`src/rtl/mem_arb_pkg.sv`:
```
// Shared types and constants for the two-port memory arbiter.
package mem_arb_pkg;

    typedef enum logic {
        IDLE = 1'b0,
        BUSY = 1'b1
    } arb_state_e;

    localparam int unsigned PORT_FETCH = 0;
    localparam int unsigned PORT_LS    = 1;
    localparam int unsigned MASK_W     = 4;

endpackage

```
`src/rtl/rr_arb2.sv`:
```
// Two-way round-robin picker: on a tie the port that did not win last time goes.
module rr_arb2 (
    input  logic [1:0] req,
    input  logic       last,
    output logic       gnt_valid,
    output logic       gnt_idx
);

    always_comb begin
        gnt_valid = |req;
        gnt_idx   = (&req) ? ~last : req[1];
    end

endmodule

```
`src/rtl/mem_arbiter.sv`:
```
// Shares a one-cycle-latency word memory between the fetch port and the
// load/store port, one access at a time, round-robin on contention.
module mem_arbiter
    import mem_arb_pkg::*;
#(
    parameter int unsigned ADDR_W = 32,
    parameter int unsigned DATA_W = 32
) (
    input  logic              clk,
    input  logic              resetn,
    input  logic [ADDR_W-1:0] p0_addr,
    input  logic              p0_rstrb,
    output logic [DATA_W-1:0] p0_rdata,
    output logic              p0_done,
    input  logic [ADDR_W-1:0] p1_addr,
    input  logic              p1_rstrb,
    input  logic [DATA_W-1:0] p1_wdata,
    input  logic [MASK_W-1:0] p1_wmask,
    output logic [DATA_W-1:0] p1_rdata,
    output logic              p1_done,
    output logic [ADDR_W-1:0] mem_addr,
    output logic              mem_rstrb,
    output logic [DATA_W-1:0] mem_wdata,
    output logic [MASK_W-1:0] mem_wmask,
    input  logic [DATA_W-1:0] mem_rdata
);

    arb_state_e        state_q, state_d;
    logic              last_q, last_d;
    logic              gnt_q, gnt_d;
    logic              p0_pend_q, p0_pend_d;
    logic [ADDR_W-1:0] p0_addr_q, p0_addr_d;
    logic              p1_pend_q, p1_pend_d;
    logic [ADDR_W-1:0] p1_addr_q, p1_addr_d;
    logic              p1_wr_q, p1_wr_d;
    logic [DATA_W-1:0] p1_wdata_q, p1_wdata_d;
    logic [MASK_W-1:0] p1_wmask_q, p1_wmask_d;
    logic [DATA_W-1:0] p0_rdata_q, p0_rdata_d;
    logic [DATA_W-1:0] p1_rdata_q, p1_rdata_d;
    logic              p0_done_q, p0_done_d;
    logic              p1_done_q, p1_done_d;
    logic              clr0, clr1;
    logic              gnt_valid, gnt_idx;

    rr_arb2 u_rr (
        .req       ({p1_pend_q, p0_pend_q}),
        .last      (last_q),
        .gnt_valid (gnt_valid),
        .gnt_idx   (gnt_idx)
    );

    // Access sequencing; memory-side signals are driven only in the issue cycle.
    always_comb begin
        state_d    = state_q;
        last_d     = last_q;
        gnt_d      = gnt_q;
        p0_rdata_d = p0_rdata_q;
        p1_rdata_d = p1_rdata_q;
        p0_done_d  = 1'b0;
        p1_done_d  = 1'b0;
        clr0       = 1'b0;
        clr1       = 1'b0;
        mem_addr   = '0;
        mem_rstrb  = 1'b0;
        mem_wdata  = '0;
        mem_wmask  = '0;
        case (state_q)
            IDLE: begin
                if (gnt_valid) begin
                    state_d = BUSY;
                    last_d  = gnt_idx;
                    gnt_d   = gnt_idx;
                    if (gnt_idx == 1'(PORT_LS)) begin
                        mem_addr = p1_addr_q;
                        if (p1_wr_q) begin
                            mem_wmask = p1_wmask_q;
                            mem_wdata = p1_wdata_q;
                        end else begin
                            mem_rstrb = 1'b1;
                        end
                    end else begin
                        mem_addr  = p0_addr_q;
                        mem_rstrb = 1'b1;
                    end
                end
            end
            BUSY: begin
                state_d = IDLE;
                if (gnt_q == 1'(PORT_LS)) begin
                    clr1      = 1'b1;
                    p1_done_d = 1'b1;
                    if (!p1_wr_q) p1_rdata_d = mem_rdata;
                end else begin
                    clr0       = 1'b1;
                    p0_done_d  = 1'b1;
                    p0_rdata_d = mem_rdata;
                end
            end
            default: state_d = IDLE;
        endcase
    end

    // Pending slots: a strobe loads an empty slot, or one being retired this cycle.
    always_comb begin
        p0_pend_d  = p0_pend_q & ~clr0;
        p0_addr_d  = p0_addr_q;
        p1_pend_d  = p1_pend_q & ~clr1;
        p1_addr_d  = p1_addr_q;
        p1_wr_d    = p1_wr_q;
        p1_wdata_d = p1_wdata_q;
        p1_wmask_d = p1_wmask_q;
        if (p0_rstrb && (!p0_pend_q || clr0)) begin
            p0_pend_d = 1'b1;
            p0_addr_d = p0_addr;
        end
        if ((p1_rstrb || (p1_wmask != '0)) && (!p1_pend_q || clr1)) begin
            p1_pend_d  = 1'b1;
            p1_addr_d  = p1_addr;
            p1_wr_d    = (p1_wmask != '0);
            p1_wdata_d = p1_wdata;
            p1_wmask_d = p1_wmask;
        end
    end

    always_ff @(posedge clk or negedge resetn) begin
        if (!resetn) begin
            state_q    <= IDLE;
            last_q     <= 1'b1;
            gnt_q      <= 1'b0;
            p0_pend_q  <= 1'b0;
            p0_addr_q  <= '0;
            p1_pend_q  <= 1'b0;
            p1_addr_q  <= '0;
            p1_wr_q    <= 1'b0;
            p1_wdata_q <= '0;
            p1_wmask_q <= '0;
            p0_rdata_q <= '0;
            p1_rdata_q <= '0;
            p0_done_q  <= 1'b0;
            p1_done_q  <= 1'b0;
        end else begin
            state_q    <= state_d;
            last_q     <= last_d;
            gnt_q      <= gnt_d;
            p0_pend_q  <= p0_pend_d;
            p0_addr_q  <= p0_addr_d;
            p1_pend_q  <= p1_pend_d;
            p1_addr_q  <= p1_addr_d;
            p1_wr_q    <= p1_wr_d;
            p1_wdata_q <= p1_wdata_d;
            p1_wmask_q <= p1_wmask_d;
            p0_rdata_q <= p0_rdata_d;
            p1_rdata_q <= p1_rdata_d;
            p0_done_q  <= p0_done_d;
            p1_done_q  <= p1_done_d;
        end
    end

    assign p0_rdata = p0_rdata_q;
    assign p1_rdata = p1_rdata_q;
    assign p0_done  = p0_done_q;
    assign p1_done  = p1_done_q;

endmodule

```
`config.mk`:
```
export PLATFORM = sky130hd
export DESIGN_NAME = mem_arbiter
export DESIGN_NICKNAME = d
export VERILOG_FILES = /design/src/rtl/mem_arb_pkg.sv /design/src/rtl/rr_arb2.sv /design/src/rtl/mem_arbiter.sv
export SDC_FILE = /design/constraint.sdc
export NUM_CORES = 1
export LEC_CHECK = 0
export ABC_CLOCK_PERIOD_IN_PS = 1900
export CAP_MARGIN = 5
export CORE_UTILIZATION = 44
export DETAILED_ROUTE_END_ITERATION = 16
export HOLD_SLACK_MARGIN = 0.08
export PLACE_DENSITY = 0.84
export REMOVE_ABC_BUFFERS = 1
export SETUP_SLACK_MARGIN = 0.15
export SLEW_MARGIN = 20
export SYNTH_ARGS = -nofsm -noshare
export SYNTH_HDL_FRONTEND = slang
export SYNTH_SLANG_ARGS = --single-unit
```
`constraint.sdc`:
```
create_clock -name clk -period 1.9 [get_ports clk]
set_input_delay 0.38 -clock clk [delete_from_list [all_inputs] [get_ports clk]]
set_output_delay 0.38 -clock clk [all_outputs]
set_load 0.02 [all_outputs]
```
==> summary by stage, run 1 <==
Worst hold path
The class of the most critical hold timing path is input port to flop. In this run the most critical hold path is launched from p1_wmask[0]. Along the worst hold path, the cell count comes to 2. The endpoint of the worst hold path is p1_wmask_q[0].

Critical path
The worst reg2reg path startpoint is state_q. For the worst setup path, the data required time is 1520 ps. The buffers plus inverters on the worst setup path is 3. The maximum net fanout on the critical path is 17.

Traced cell by cell, the critical path runs through buf_4, a21bo_4, buf_12, nand2_1, a21oi_2, buf_4. The delay contributed by the slowest stage of the critical path is 540 ps. The largest delay contributor family on the critical path is flip-flops. The setup path with the least slack is of type flop to primary output.

The worst setup path is captured at a primary output. The register-to-register path setup slack is 150 ps. The worst setup path is launched from a flop. The capture point of the worst reg-to-reg path is p1_wdata_q[9]. STA puts the critical path data arrival time at 1810 ps. The cell type with the highest occurrence count on the critical path is buf_4. The slowest library cell on the worst path is dfstp_2. The number of cells on the worst reg-to-reg path is 8.

Drt
Dividing the detail-routed via count by the number of cells gives 4.92. The average routed wire per standard cell is 17.5 um. The routed design has 19.9 mm of wire.

The via count is 5572. For this run, design rule violations remaining after detail routing come to 0. The pre-antenna-repair detailed-routing pass consisted of 4 iterations. The initial DRC count is 241. The antenna violation net count after detailed routing is 0.

STA
The setup violation total in the final timing report is 69. The setup skew after layout is 10.6 ps. Setup repair after global routing could not meet its margin everywhere.

The number of max-slew violations in the final report is 0. The number of failing hold endpoints at the final stage is 0. Subtracting the final worst setup slack from the clock period gives 2190 ps. Final hold analysis gives a worst-case slack of 206 ps. The total negative slack is -16360 ps.

The relative slew slack is 68.7%. At the pin with the least slew margin, the transition time is 469 ps. In the finished design, the share of the clock period the worst path needs comes to 115%.

Based on the critical path, the design can be clocked at up to 0.456 GHz. The minimum setup slack in the final design is -291 ps.

Final layout
Cells with a size suffix above 1 make up 36.0% of the layout. The register area is 0.00431 mm2. The number of filler instances in the final layout is 1116. The library cell used most frequently in the layout, excluding fill and tap cells, is dfrtp_1. The area overhead of the layout relative to synthesis is 60.9%. Summing all multi-input logic gate instances after layout gives 0.00294 mm2. Once layout is complete, the cells apart from fillers number 1132. 0 antenna diodes ended up in the layout. The number of nets in the finished design is 1039. The library cells used most frequently in the layout, excluding fill and tap cells, are 169 x dfrtp_1, 161 x nand2_1, 130 x clkdlybuf4s50_1.

Outcome
The flow ran to the end, but the final reports show violations. The final reports fail on negative setup slack.

Place
Detailed placement ended at an HPWL of 13.4 mm. The placer congestion estimate is 0.777. Buffers placed on the I/O ports in this run total 270. In this run, placement finished with an instance count of 1085.

Die
The overall die height is 129 um. For this configuration, the core starts out at a cell density of 45.0%. After floorplanning, the core was sized to cover 0.0158 mm2.

During I/O placement, the number of pins put on the boundary was 271. The x dimension of the die is 129 um. The standard-cell row count is 46. The die area is 0.0167 mm2.

Global routing
The pin count of the biggest net entering global routing is 44. The initial antenna violation count is 0. The number of global-route vias before repair is 5912. The overall routing resource usage is 24.2%.

The total grt overflow is 0. The first global-routing pass estimated 30.7 mm of wire.

Synth
The summed instance area of the synthesized netlist is 0.00712 mm2. The number of different library cells in the post-synthesis netlist is 26. The Yosys step of the flow raised 0 warnings. Synthesis produced 594 cells. After synthesis the netlist holds a flip-flop and latch count of 172. For this run, the register share of the synthesized area comes to 60.5%. Dividing the synthesized area by the synthesized cell count gives 12.0 um2.

Pwr
The static leakage power is 5.42 nW. The maximum resistive drop on vdd is 0.000815 V. The cell area power density is 1690 mW/mm2.

Clock network
The tree is rooted in a clkbuf_16. The H-tree was split into 4 levels. The CTS tree is built.

The number of sinks on the clock net is 172. The clock latency on the worst-skew pair is 430 ps. The number of clock buffers inserted by TritonCTS is 17. The clock slew at the register clock pins of the worst setup and hold paths is 70 ps. The clock passes through at most 2 buffers.

Flow run
Across the run, the number of max-cap violations was 0.
## kinds of logic after synthesis
kind of cell | after synthesis | share of synthesized area, %
compound gates | 48 | 4.13
simple gates | 206 | 12.4
buf+inv | 40 | 2.76
mux | 128 | 20.2
flops | 172 | 60.5
## repair_timing
action | in CTS | in global routing
hold buffers | 1 | 0
gates resized for setup | 478 | 56
pin swaps | 7 | 4
setup buffers | 8 | 1
endpoints found under the setup margin | 197 | 106
gates cloned | 4 | 1
hold endpoints to repair | 39 | 0
## sequential cells by signal, summed over array words and instances (netlist names)
name / count
p1_wdata_q: 32
p0_pend_q: 1
state_q: 1
p1_rdata: 32
last_q: 1
p0_addr_q: 32
p0_done: 1
p1_done: 1
p0_rdata: 32
p1_pend_q: 1
p1_addr_q: 32
gnt_q: 1
p1_wr_q: 1
p1_wmask_q: 4
## per-layer routing
| layer | vias to the layer above | part of all wire (%) | routed length, um | track usage, % |
|---|---|---|---|---|
| li1 | 2591 | - | - | - |
| met1 | 2771 | 41 | 8130 | 29.9 |
| met2 | 170 | 51 | 10100 | 40.6 |
| met3 | 40 | 5.2 | 1020 | 5.53 |
| met4 | 0 | 2.9 | 566 | 10.8 |
| met5 | - | 0 | 0 | 0 |
## how the worst max path moves through the flow
stage / from / endpoint / slack (ps) / depth (start not counted)
3_5_place_dp: p1_wmask[1] / p1_wdata_q[8] / -470 / 6
6_report: last_q / mem_addr[3] / -290 / 6
4_1_cts: last_q / mem_wdata[29] / -290 / 6
3_3_place_gp: p1_wmask[1] / p1_wdata_q[9] / -440 / 6
5_1_grt: last_q / mem_addr[3] / -350 / 6
2_1_floorplan: gnt_q / p0_addr_q[0] / -1310 / 3
## stage by stage
step                      area [um2]  utilization (%)  power (W)  worst slack [ps]
after detailed placement       10400             65.9     0.0147              -475
final                          11500             72.4     0.0193              -291
after floorplan                 6940                -     0.0106             -1310
after global routing           11500             72.4     0.0203              -354
after CTS                      11200             71.0     0.0191              -290
after global placement         10400             65.9     0.0144              -435
## power by group
| part | leakage [nW] | total (W) | internal (W) | switching [W] |
|---|---|---|---|---|
| combinational | 3.10 | 0.00914 | 0.00477 | 0.00437 |
| clock | 0.303 | 0.00371 | 0.00212 | 0.00158 |
| sequential | 2.02 | 0.00646 | 0.00551 | 0.000950 |
## cells in the mapped netlist
cell type	count	area share [%]
nor2b_1	1	0.088
buf_4	4	0.42
mux2_1	17	2.7
a21boi_1	2	0.21
buf_2	7	0.49
and2_1	37	3.3
o21ai_0	2	0.14
buf_6	3	0.47
or4_4	1	0.16
a21bo_2	2	0.28
nand2b_1	2	0.18
clkbuf_1	20	1.1
o22a_1	1	0.12
buf_1	3	0.16
a21oi_1	33	2.3
inv_1	3	0.16
dfstp_2	1	0.37
nand2_1	163	8.6
o21bai_1	1	0.11
a21o_1	1	0.11
dfrtp_1	171	60
and3_1	1	0.088
a22o_1	5	0.61
o21ai_4	1	0.23
nor2_1	1	0.053
mux2_2	111	18
## cell type report
type | count | area share, %
Timing Repair Buffer | 327 | 28.8
Multi-Input combinational cell | 382 | 25.7
Sequential cell | 172 | 37.6
Clock buffer | 17 | 3.71
Tap cell | 216 | 2.36
Inverter | 3 | 0.0983
Clock inverter | 15 | 1.74
No activity file was read; power rests on OpenSTA's default activity.
==> run 2: changes to the inputs <==
- ABC_AREA: unset -> 1
- CORE_UTILIZATION: 44 -> 45
- PLACE_DENSITY: 0.84 -> 0.85
==> summary by stage, run 2 <==
Outcome
The flow ran to the end, but the final reports show violations. The checks that failed: negative setup slack.

Drt
The initial DRC count is 490 (+100%). The average routed wire per standard cell is 16.5 um (-5.9%). The antenna violation net count after detailed routing was 0 (unchanged). The via-per-instance ratio is 5.09 (+3.4%). The total wire length is 23.1 mm (+17%).

The detailed-router iteration count before antenna repair is 5 (+1). The via count is 7131 (+28%). The remaining routing DRC violations is 0 (unchanged).

Critical path
The capture point of the worst reg-to-reg path is p0_rdata[22]. The type of destination of the critical path is a primary output. The depth of the worst register-to-register path is 4 (-4). For this design, the slowest cell found on the critical path is dfrtp_2.

The data required time of the worst path is 1520 ps (about the same). Among cell families on the critical path, the largest total delay comes from buffers and inverters. The buffers plus inverters on the worst setup path was 4 (+1). The path type of the worst setup path is flop to primary output. Walking the worst path, the cells encountered are nor2_4, nor2_4, buf_6, buf_12, buf_16, o21ai_2, nor2_1, buf_4.

The delay contributed by the slowest stage of the critical path is 420 ps (-120 ps). The maximum net fanout on the critical path is 8 (-9). The register-to-register path setup slack was 380 ps (+230 ps).

The kind of start point of the critical path is a flop. The signal arrival time at the worst endpoint is 1760 ps (-50 ps). The worst reg2reg path startpoint is state_q. The cell type with the highest occurrence count on the critical path is nor2_4.

Final layout
The number of inserted diodes is 0 (unchanged). The number of nets in the finished design came to 1308 (+26%). The area overhead of the layout relative to synthesis is 56.0%. The multi-input gate area in the final layout was 0.00282 mm2 (-4.0%). The number of filler instances in the final layout was 1233 (+10%).

The share of layout cells above drive strength 1 is 18.7% (-17 points). The end-of-flow core utilization is 71.8% (-0.62 points). In the layout the commonest cells are 309 x nand2_1, 169 x dfrtp_1, 134 x clkdlybuf4s50_1.

The final instance area is 0.0114 mm2 (-0.49%). Leaving out fill and tap cells, the most frequent cell in the layout is nand2_1. The register area came to 0.00431 mm2 (unchanged).

Die
The overall die height was 129 um (+0.17%). The standard-cell row count is 46 (unchanged). The core area is 0.0159 mm2 (+0.36%). The starting density of the core is 46.0% (+1.0 points). The die area came to 0.0168 mm2 (+0.33%). The x dimension of the die is 129 um (+0.17%).

The count of pins on the block boundary came to 271 (unchanged).

Synth
Ranked by instance count, the synthesized netlist is headed by 315 x nand2_1, 171 x dfrtp_1, 103 x nor2_1. The most frequently used flop master after synthesis is dfrtp_1. Sorting the synthesized cells by area gives the leading types as dfrtp_1 59%, nand2_1 16%, nand3_1 6.8%.

The part of the Yosys area used for sequential elements is 58.9% (-1.5 points). The biggest area contributor in the post-synthesis netlist is dfrtp_1. The post-synthesis cell count was 894 (+51%). The area share of the largest cell type after synthesis was 58.6% (-1.5 points). The fraction of synthesis flops using an asynchronous set or reset pin is 100% (unchanged).

By instance count, the leading cell after synthesis is nand2_1. The number of different library cells in the post-synthesis netlist is 17 (-35%). The summed instance area of the synthesized netlist was 0.00731 mm2 (+2.6%). The mean instance size in the synthesized netlist is 8.17 um2 (-32%). The count of state elements after synthesis is 172 (unchanged). The number of synthesized flops with an enable pin is 0 (unchanged). The count of synthesis-stage warnings from yosys is 0 (unchanged).

Pwr
The post-route total power is 0.0181 W (-6.5%). The maximum resistive drop on vdd is 0.000765 V (-6.2%). The cell area power density is 1580 mW/mm2 (-6.1%).

The static leakage power was 5.77 nW (+6.4%).

Global routing
The number of global-route vias before repair was 7001 (+18%). The pin count of the biggest net entering global routing is 66 (+50%). The overall routing resource usage is 28.0% (+3.8 points).

The total grt overflow was 0 (unchanged). The initial antenna violation count came to 1 (+1). The first-pass GRT wire length is 35.8 mm (+17%).

STA
The minimum setup slack in the final design came to -242 ps (+49.3 ps). The post-route worst hold slack came to 473 ps (+267 ps). The slew at the pin closest to its max-slew limit is 570 ps (+102 ps). Setup repair after global routing could not meet its margin everywhere. The fraction of the cycle the final worst path needs is 113% (-2.6 points). The number of failing hold endpoints at the final stage was 0 (unchanged).

The setup skew after layout is 14.6 ps (+3.97 ps). The achievable frequency is 0.467 GHz (+2.3%). The relative slew slack is 62.0% (-6.8 points).

The time the final worst path needs with I/O delays and setup is 2140 ps (-49.3 ps). The setup violation total in the final timing report is 69 (unchanged). The number of max-slew violations in the final report is 0 (unchanged).

Clock network
The number of clock buffers inserted by TritonCTS is 17 (unchanged). The worst-case clock buffer depth was 2 (unchanged). The clock slew at the register clock pins of the worst setup and hold paths is 70 ps (about the same). The number of sinks on the clock net was 172 (unchanged). The root buffer cell is clkbuf_16. The total number of H-tree levels is 4 (unchanged). The CTS tree is built. The clock latency on the worst-skew pair is 430 ps (about the same).

Worst hold path
The class of the most critical hold timing path is flop to flop. The depth of the worst hold-timing path was 2 (unchanged). For hold timing, the worst endpoint is p1_wdata_q[27].

The worst hold path begins at p1_wdata_q[27].

Place
The area after detailed placement is 0.0104 mm2 (-0.14%). The placed wire-length estimate came to 14.6 mm (+9.0%). The count of port buffers added during placement is 270 (unchanged). The placer congestion estimate is 0.809 (+4.2%).

Flow run
The max-capacitance violation count is 0 (unchanged).
==> run 2: cell types whose count changed after synthesis, moves of 5 or more <==
cell	change
nand2_1	+152
buf_2	+10
mux2_1	-17
mux2_2	-111
nand3_1	+100
inv_1	+35
o21ai_0	+94
a21oi_1	-33
a22o_1	-5
clkbuf_1	+20
nor2_1	+102
and2_1	-37
==> run 2: worst max-delay path by stage <==
stage,from,end,slack (ps),cells past startpoint
after CTS,p0_pend_q,mem_addr[5],-270,8
after global routing,p1_pend_q,mem_addr[2],-300,8
final,p1_pend_q,mem_addr[3],-240,8
after detailed placement,last_q,mem_addr[0],-280,6
after global placement,last_q,mem_addr[1],-250,6
after floorplan,state_q,p0_addr_q[0],-1220,5
==> run 2: timing repair <==
| action | 4_1_cts | 5_1_grt |
|---|---|---|
| setup buffers | 9 | 2 |
| cloned | 8 | 2 |
| pin swaps | 13 | 16 |
| hold endpoints to repair | 44 | 0 |
| gates resized for setup | 492 | 40 |
| hold buffers | 1 | 0 |
| setup endpoints to repair | 135 | 69 |
==> run 2: routing by layer <==
| metal | share of wire, % | routed length [um] | global-route usage (%) | vias to the layer above |
|---|---|---|---|---|
| li1 | - | - | - | 3379 |
| met1 | 40 | 9350 | 34.4 | 3401 |
| met2 | 50 | 11500 | 46.4 | 287 |
| met3 | 6.0 | 1390 | 5.95 | 64 |
| met4 | 4.1 | 938 | 15.2 | 0 |
| met5 | 0 | 0 | 0 | - |
==> run 2: cells by family after synthesis <==
kind of cell	share of synthesized area (%)
AND/OR/NAND/NOR	28.7
flip-flops	58.9
buffers and inverters	5.58
AO/OA/AOI/OAI	6.78
==> run 2: cell type report <==
class                   instances  share of cell area (%)
multi-input cells             621                    24.8
clock buffers                  17                    3.73
repair buffers                320                    28.7
flip-flops and latches        172                    37.8
inverters                      40                    1.34
clock inverters                15                    1.27
well taps                     216                    2.37
==> run 2: where the power goes <==
part,internal (W),leakage [nW],switching [W]
combinational,0.00315,3.38,0.00501
clock,0.00175,0.284,0.00161
sequential,0.00547,2.10,0.00106
total,0.0104,5.77,0.00769
==> run 2: metrics by stage <==
step / setup TNS (ps) / cells / setup WS, ps
after floorplan: -142080 / 833 / -1220
after global placement: -11610 / 1347 / -254
after detailed placement: -14050 / 1347 / -278
after CTS: -15270 / 1397 / -274
after global routing: -18340 / 1401 / -303
final: -13550 / 1401 / -242
==> run 2: worst reg2reg max path: stages (launching register included) <==
cell and delay [ps]:
dfrtp_1 410, buf_4 160, nand2_2 70, buf_4 470
o21ai_0 250
